--- config.mk ---
export PLATFORM = sky130hd
export DESIGN_NAME = serial_tx
export DESIGN_NICKNAME = d
export VERILOG_FILES = /design/src/rtl/serial_pkg.sv /design/src/rtl/serial_baud_tick.sv /design/src/rtl/serial_tx.sv
export SDC_FILE = /design/constraint.sdc
export NUM_CORES = 1
export LEC_CHECK = 0
export BUFFER_PORTS_ARGS = -buffer_cell sky130_fd_sc_hd__buf_4
export CAP_MARGIN = 20
export CORE_ASPECT_RATIO = 1.5
export CORE_UTILIZATION = 58
export DETAILED_ROUTE_END_ITERATION = 10
export PLACE_DENSITY = 0.75
export SLEW_MARGIN = 20
export SYNTH_ARGS = -nofsm -noshare
export SYNTH_HDL_FRONTEND = slang
export SYNTH_HIERARCHICAL = 1
export SYNTH_SLANG_ARGS = --single-unit
--- constraint.sdc ---
create_clock -name i_Clock -period 3.4 [get_ports i_Clock]
set_input_delay 0.34 -clock i_Clock [delete_from_list [all_inputs] [get_ports i_Clock]]
set_output_delay 0.34 -clock i_Clock [all_outputs]
set_load 0.02 [all_outputs]
--- src/rtl/serial_pkg.sv ---
// Shared definitions for the host serial link: FSM state encoding and the bit-period derivation.
package serial_pkg;

    typedef enum logic [2:0] {
        ST_IDLE    = 3'd0,
        ST_START   = 3'd1,
        ST_DATA    = 3'd2,
        ST_PARITY  = 3'd3,
        ST_STOP    = 3'd4,
        ST_CLEANUP = 3'd5
    } serial_state_t;

    function automatic int clks_per_bit(input int clock_frequency, input int baudrate);
        return clock_frequency / baudrate;
    endfunction

endpackage

--- src/rtl/serial_baud_tick.sv ---
// Bit-period counter 0..CLKS_PER_BIT-1; tick is a same-cycle strobe on the last count.
// No backpressure; a synchronous clear holds the count at zero and suppresses tick.
module serial_baud_tick #(
    parameter int CLKS_PER_BIT = 4
) (
    input  logic i_Clock,
    input  logic i_Reset,
    input  logic clear,
    output logic tick
);

    localparam int CNT_W = $clog2(CLKS_PER_BIT) + 1;
    localparam logic [CNT_W-1:0] LAST = CNT_W'(CLKS_PER_BIT - 1);
    localparam logic [CNT_W-1:0] ONE  = CNT_W'(1);

    logic [CNT_W-1:0] count;

    assign tick = !clear && (count == LAST);

    always_ff @(posedge i_Clock or posedge i_Reset) begin
        if (i_Reset) begin
            count <= '0;
        end else if (clear || count == LAST) begin
            count <= '0;
        end else begin
            count <= count + ONE;
        end
    end

endmodule

--- src/rtl/serial_tx.sv ---
// UART transmitter, 8 data bits LSB first, one stop bit; even parity when SERIAL_TX_PARITY_EN is defined.
// Start bit leaves the cycle after the transfer edge; o_Tx_Ready is low for the whole frame and i_Tx_DV is dropped meanwhile.
module serial_tx
    import serial_pkg::*;
#(
    parameter int BAUDRATE        = 115200,
    parameter int CLOCK_FREQUENCY = 48000000
) (
    input  logic       i_Clock,
    input  logic       i_Reset,
    input  logic       i_Tx_DV,
    input  logic [7:0] i_Tx_Byte,
    output logic       o_Tx_Serial,
    output logic       o_Tx_Ready,
    output logic       o_Tx_Active,
    output logic       o_Tx_Done
);

    localparam int CLKS_PER_BIT = clks_per_bit(CLOCK_FREQUENCY, BAUDRATE);

    serial_state_t state;
    logic [7:0]    shift;
    logic [2:0]    bit_index;
    logic          tick;
    logic          clear;
`ifdef SERIAL_TX_PARITY_EN
    logic          parity;
`endif

    // The bit period restarts from zero on every transfer edge.
    assign clear = (state == ST_IDLE) || (state == ST_CLEANUP);

    serial_baud_tick #(
        .CLKS_PER_BIT(CLKS_PER_BIT)
    ) u_baud (
        .i_Clock(i_Clock),
        .i_Reset(i_Reset),
        .clear  (clear),
        .tick   (tick)
    );

    // Outputs are registered on the edge that changes state, so the line
    // reflects the new bit one cycle after that edge.
    always_ff @(posedge i_Clock or posedge i_Reset) begin
        if (i_Reset) begin
            state       <= ST_IDLE;
            shift       <= '0;
            bit_index   <= '0;
            o_Tx_Serial <= 1'b1;
            o_Tx_Ready  <= 1'b1;
            o_Tx_Active <= 1'b0;
            o_Tx_Done   <= 1'b0;
`ifdef SERIAL_TX_PARITY_EN
            parity      <= 1'b0;
`endif
        end else begin
            o_Tx_Done <= 1'b0;
            case (state)
                ST_IDLE: begin
                    o_Tx_Serial <= 1'b1;
                    o_Tx_Ready  <= 1'b1;
                    o_Tx_Active <= 1'b0;
                    if (i_Tx_DV && o_Tx_Ready) begin
                        shift       <= i_Tx_Byte;
                        bit_index   <= '0;
`ifdef SERIAL_TX_PARITY_EN
                        parity      <= ^i_Tx_Byte;
`endif
                        o_Tx_Serial <= 1'b0;
                        o_Tx_Ready  <= 1'b0;
                        o_Tx_Active <= 1'b1;
                        state       <= ST_START;
                    end
                end
                ST_START: begin
                    if (tick) begin
                        o_Tx_Serial <= shift[0];
                        state       <= ST_DATA;
                    end
                end
                ST_DATA: begin
                    if (tick) begin
                        if (bit_index == 3'd7) begin
`ifdef SERIAL_TX_PARITY_EN
                            o_Tx_Serial <= parity;
                            state       <= ST_PARITY;
`else
                            o_Tx_Serial <= 1'b1;
                            state       <= ST_STOP;
`endif
                        end else begin
                            bit_index   <= bit_index + 3'd1;
                            shift       <= {1'b0, shift[7:1]};
                            o_Tx_Serial <= shift[1];
                        end
                    end
                end
`ifdef SERIAL_TX_PARITY_EN
                ST_PARITY: begin
                    if (tick) begin
                        o_Tx_Serial <= 1'b1;
                        state       <= ST_STOP;
                    end
                end
`endif
                ST_STOP: begin
                    if (tick) begin
                        o_Tx_Done   <= 1'b1;
                        o_Tx_Active <= 1'b0;
                        state       <= ST_CLEANUP;
                    end
                end
                ST_CLEANUP: begin
                    o_Tx_Serial <= 1'b1;
                    o_Tx_Ready  <= 1'b1;
                    state       <= ST_IDLE;
                end
                default: begin
                    o_Tx_Serial <= 1'b1;
                    o_Tx_Ready  <= 1'b1;
                    o_Tx_Active <= 1'b0;
                    state       <= ST_IDLE;
                end
            endcase
        end
    end

endmodule

Word-level counts from Yosys, hierarchy flattened

Index checks and enable logic that the tools add are counted.

Bits in registers: 28
Latch bits: 0
Bits in writable memories: 0
Bits in read-only memories: 0
Bits of input ports: 11
Memories kept: 0

Add/subtract/negate cells: 2
$mul: 0
Divide/modulo/power cells: 0
Magnitude comparators: 0
Equality and inequality tests: 12
Shift-type cells: 0
Mux-type cells: 26
Bitwise gates (word level): 2
Reduce and logical (&&, ||, !) cells: 13

Operators by type and width:

| kind                    | count |
|---|---|
| $mux W3                 | 8 |
| $mux W8                 | 3 |
| $pmux W8 S2             | 1 |
| $pmux W3 S4             | 1 |
| $add A10 B1 Y10 const B | 1 |
| $eq A10 B9 Y1 const B   | 1 |
| $mux W10                | 1 |
| $ne A2 B2 Y1 const B    | 5 |
| $eq A3 B3 Y1 const B    | 3 |
| $mux W1                 | 8 |
| $pmux W3 S2             | 1 |
| $reduce_or A3 Y1        | 2 |
| $reduce_and A5 Y1       | 1 |
| $pmux W1 S4             | 1 |
| $reduce_and A4 Y1       | 1 |
| $add A3 B1 Y3 const B   | 1 |
| $eq A3 B1 Y1 const B    | 1 |
| $eq A3 B2 Y1 const B    | 1 |
| $logic_not A3 Y1        | 1 |
| $pmux W1 S3             | 1 |
| $reduce_and A3 Y1       | 1 |
| $logic_and A1 B1 Y1     | 2 |
| $logic_or A1 B1 Y1      | 2 |
| $ne A2 B1 Y1 const B    | 1 |
| other kinds (5)         | 6 |

Depth between registers and ports, before layout

Depth in word-level cells: 6
Gate-level depth with buffers: 8

By module

Netlist, hierarchy kept.

Modules (own cells, without submodules):

| module           | times used | cells an instance | area each (sq um) | sequential area each (sq um) |
|---|---|---|---|---|
| serial_tx        | 1          | 88                | 1028.5            | 452.9 |
| serial_baud_tick | 1          | 51                | 503.0             | 250.2 |

Least setup slack after synthesis

OpenSTA, ideal clock, no wires.

Path kind: register -> register
From: reg u_baud.count[0]
To: reg bit_index[0]
Library setup time: 0.125 ns
Arrival: 2.459 ns
Data required time: 3.275 ns
Setup slack: 0.816 ns
Stages on the path, launching flop included: 9
Period minus slack after synthesis: 2.584 ns
Path through: dfrtp_1 ha_1 nand4_2 or4_1 nor2_1 inv_1 o32ai_4 buf_8 mux2_4

Word-level cells in the longest chain between the ends: 4

RTL lines:

| item                        | line                   | RTL |
|---|---|---|
| from (decl)                 | serial_baud_tick.sv:16 | `logic [CNT_W-1:0] count;` |
| from (signal assigned)      | serial_baud_tick.sv:26 | `count <= count + ONE;` |
| $eq A10 B9 Y1               | serial_baud_tick.sv:18 | `assign tick = !clear && (count == LAST);` |
| $logic_and A1 B1 Y1         | serial_baud_tick.sv:18 |  |
| via tick                    | serial_tx.sv:24        | `logic tick;` |
| $ne A2 B2 Y1 (no line)      | -                      |  |
| $reduce_and A4 Y1 (no line) | -                      |  |
| to (signal assigned)        | serial_tx.sv:92        | `bit_index <= bit_index + 3'd1;` |
| to (decl)                   | serial_tx.sv:23        | `logic [2:0] bit_index;` |

The timed path passes the listed nets, and every way through them passes these cells.
A chain may end at the register's enable or synchronous reset.

Final worst setup path

From: reg u_baud.count[0]
To: reg shift[3]

Word-level cells in the longest chain between the ends: 4

RTL lines:

| item                        | line                   | RTL |
|---|---|---|
| $eq A10 B9 Y1               | serial_baud_tick.sv:18 |  |
| $logic_and A1 B1 Y1         | serial_baud_tick.sv:18 |  |
| via tick                    | serial_tx.sv:24        |  |
| $ne A2 B2 Y1 (no line)      | -                      |  |
| $reduce_and A4 Y1 (no line) | -                      |  |
| to (signal assigned)        | serial_tx.sv:64        | `shift <= i_Tx_Byte;` |
| to (signal assigned)        | serial_tx.sv:93        | `shift <= {1'b0, shift[7:1]};` |
| to (decl)                   | serial_tx.sv:22        | `logic [7:0] shift;` |

The timed path passes the listed nets, and every way through them passes these cells.

==> reports/results.tsv <==
stage	metric	value	unit
detailed_routing	wl_per_cell	15.3	um
cells_and_area	nets	169	
pwr	cellLeakagePower	0.743	nW
timing	setup_viol	0	
grt	grt_start_max_net_pins	19	
placed_design	place_inst	173	
timing	min_period	2.86	ns
cells_and_area	layout-drive-gt1-share	0.234	
yosys	synth_top_area_cell	dfrtp_1	
worst_setup_path	crit_family	simple AND/OR/NAND/NOR gates	
detailed_routing	viasPerCell	5.97	
cells_and_area	areaGrowthSynthToFinish	10.1	%
cells_and_area	stdcell_count	178	
worst_setup_path	path_max_fanout	11	
worst_setup_path	cp_num_cells	8	
pwr	pwr_density_cell	505	mW/mm^2
cells_and_area	nFillCells	187	
hold_path	hold_class	in2reg	
worst_setup_path	r2r-start	u_baud/count[0]	
yosys	synth_most_common_cell	dfrtp_1	
worst_setup_path	worstSetupStartpoint	u_baud/count[0]	
cts	cts_tree	yes	
detailed_routing	drc_errors	0	
die	fp.dieH	64.9	um
flow_run	maxCapViolCount	0	
detailed_routing	ant_nets	0	
yosys	yosys.area_share.adder	0.0245	
die	initial_core_util	0.618	
yosys	async_reset_ff_frac	1.00	
pwr	finalPower	0.851	mW
timing	period_share	0.840	
worst_setup_path	timing.rr.end	shift[3]	
detailed_routing	vias	1063	
worst_setup_path	critPathBufInv	2	
cts	cts_resized	0	
yosys	yosysWarnings	6	
cts	clockBufferDepth	2	
die	die_area	0.00285	mm^2
yosys	netlist_area	0.00153	mm^2
worst_setup_path	critPathKind	reg2reg	
yosys	synth_top_cell_area_share	0.425	
placed_design	io_buffer_count	14	
die	rows	22	
cts	numCtsBuffers	3	
cts	clk-insertion-delay-late	0.32	ns
yosys	synthXorXnorAreaFrac	0.0172	
detailed_routing	detail_route.iter0.violations	24	
die	io_pins	15	
cts	clockRootBuffer	clkbuf_4	
grt	antenna_found_initial	0	
timing	drv_slew	0	
yosys	synth_seq_area_share	0.459	
timing	rsz0062_at_grt	false	
yosys	synth_area_leaders	dfrtp_1 (42%), mux2_4 (6.9%), mux2_1 (3.7%), a21oi_1 (3.6%), dfstp_2 (3.4%)	
worst_setup_path	r2r_slack	0.54	ns
grt	gr-usage-all-layers	0.220	
yosys	ys_seq_elements	28	
detailed_routing	dr.pass1.iters	6	
timing	max_slew_margin	0.456	
grt	grt_pass1_vias	1104	
yosys	yosysUniqueCellTypes	44	
detailed_routing	drt_wl_total	2.72	mm
worst_setup_path	worstRegToRegCells	8	
yosys	ys.flop_type	dfrtp_1	
worst_setup_path	worstSetupStartpointType	register	
grt	overflow	0	
placed_design	gp_congestion	0.755	
die	die_x	44.0	um
cts	htree_levels	1	
cells_and_area	fin_util	0.681	
placed_design	dpl.hpwl	2.03	mm
cts	numClockSinks	28	
yosys	yosys.area_share.simple	0.171	
yosys	synth_commonest_cells	dfrtp_1 (26), a21oi_1 (11), nand2_1 (11)	
yosys	synth_edf_count	0	
yosys	synth-compound-area-share	0.126	
pwr	vdd_ir_drop_max	340	uV
yosys	synthMuxAreaShare	0.161	
timing	fin_worst_skew	0.00343	ns
grt	grt_pass1_wl	4.81	mm
yosys	avgSynthCellArea	11.0	um^2
worst_setup_path	slowest_stage	o32ai_4	
timing	clock.fmax	350	MHz
worst_setup_path	crit_end	shift[3]	
timing	hold_viol_final	0	
worst_setup_path	path_cells	ha_1, nand4_2, or4_1, nor2_1, buf_4, inv_1, o32ai_4, mux2_2	
yosys	synth_nets	153	
worst_setup_path	cp_slowest_stage_delay	0.66	ns
die	coreArea	0.00248	mm^2
status	status	finished, final reports clean	
cells_and_area	n_antenna_cell	0	
cts	clk_pin_slew_worst_paths	0.15	ns
worst_setup_path	worstPathRequired	3.63	ns
yosys	syn-instance-count	139	
timing	worst_pin_slew	0.814	ns
worst_setup_path	crit_arrival	3.08	ns
worst_setup_path	endpoint_kind	register	
timing	tns	0	ns
yosys	synth_top_family_by_area	simple AND/OR/NAND/NOR gates	
==> metrics by stage <==
step	setup slack [ns]	cell area (um^2)	hold slack, ns
after global routing	0.352	1690	0.254
after global placement	0.628	1640	0.341
after CTS	0.528	1690	0.246
after detailed placement	0.543	1640	0.344
final	0.543	1690	0.256
after floorplan	0.816	1530	0.180
==> worst min path at each step <==
| stage | start | endpoint | slack, ns | depth (start not counted) |
|---|---|---|---|---|
| final | i_Tx_Byte[7] | shift[7] | 0.26 | 3 |
| after global routing | i_Tx_Byte[7] | shift[7] | 0.25 | 3 |
| after CTS | i_Tx_Byte[7] | shift[7] | 0.25 | 3 |
| after detailed placement | i_Reset | u_baud/count[4] | 0.34 | 2 |
| after global placement | i_Reset | u_baud/count[2] | 0.34 | 2 |
| after floorplan | i_Reset | u_baud/count[0] | 0.18 | 1 |
==> cell usage in the layout, fill, tap and decap left out, types with 3 or more instances in the layout <==
| cell type | count |
|---|---|
| mux2_4 | 7 |
| clkbuf_4 | 3 |
| mux2_1 | 5 |
| nand3_1 | 4 |
| dfrtp_1 | 26 |
| nand2_1 | 11 |
| a21oi_1 | 11 |
| o21ai_0 | 3 |
| or4_1 | 3 |
| nor2_1 | 8 |
| ha_1 | 3 |
| inv_1 | 8 |
| mux2_2 | 4 |
| or3_1 | 3 |
| buf_4 | 15 |
| mux2i_1 | 4 |
==> cell type report <==
type                       count  area, um^2  share of cell area
inverter                       8        30.0              0.0178
multi-input combinational     98         764               0.453
timing repair buffer          16         123              0.0727
sequential                    28         703               0.417
tap                           24        30.0              0.0178
clock buffer                   4        36.3              0.0215
==> worst min-delay path: stages <==
cell	delay [ns]
buf_4	0.11
nand2_1	0.05
mux2i_1	0.06
==> report_power, final <==
| part | switching, mW | internal, mW |
|---|---|---|
| clock network | 0.0949 | 0.0655 |
| logic | 0.101 | 0.102 |
| registers | 0.0774 | 0.410 |
| total | 0.274 | 0.578 |
==> state kept, by name, summed over array words and instances (netlist names) <==
name	flops
u_baud/count	10
shift	8
bit_index	3
state	3
o_Tx_Active	1
o_Tx_Done	1
o_Tx_Ready	1
o_Tx_Serial	1
==> layer usage <==
layer | global-route usage | up-vias | wire, um
li1 | - | 534 | -
met1 | 0.271 | 515 | 1200
met2 | 0.388 | 12 | 1450
met3 | 0.0167 | 2 | 41
met4 | 0.0871 | 0 | 22
met5 | 0 | - | 0
==> logic make-up after synthesis <==
logic type / count (synthesis)
AOI/OAI and AO/OA: 26
DFF: 28
xor gates and xnor gates: 3
adders and majority gates: 3
and+or+nand+nor: 46
buffers and inverters: 13
muxes: 20
==> repair_timing <==
item	4_1_cts	5_1_grt
buffers inserted	0	0
hold buffers	1	0
endpoints found under the hold margin	10	0
Power figures use the tool's default switching activity.
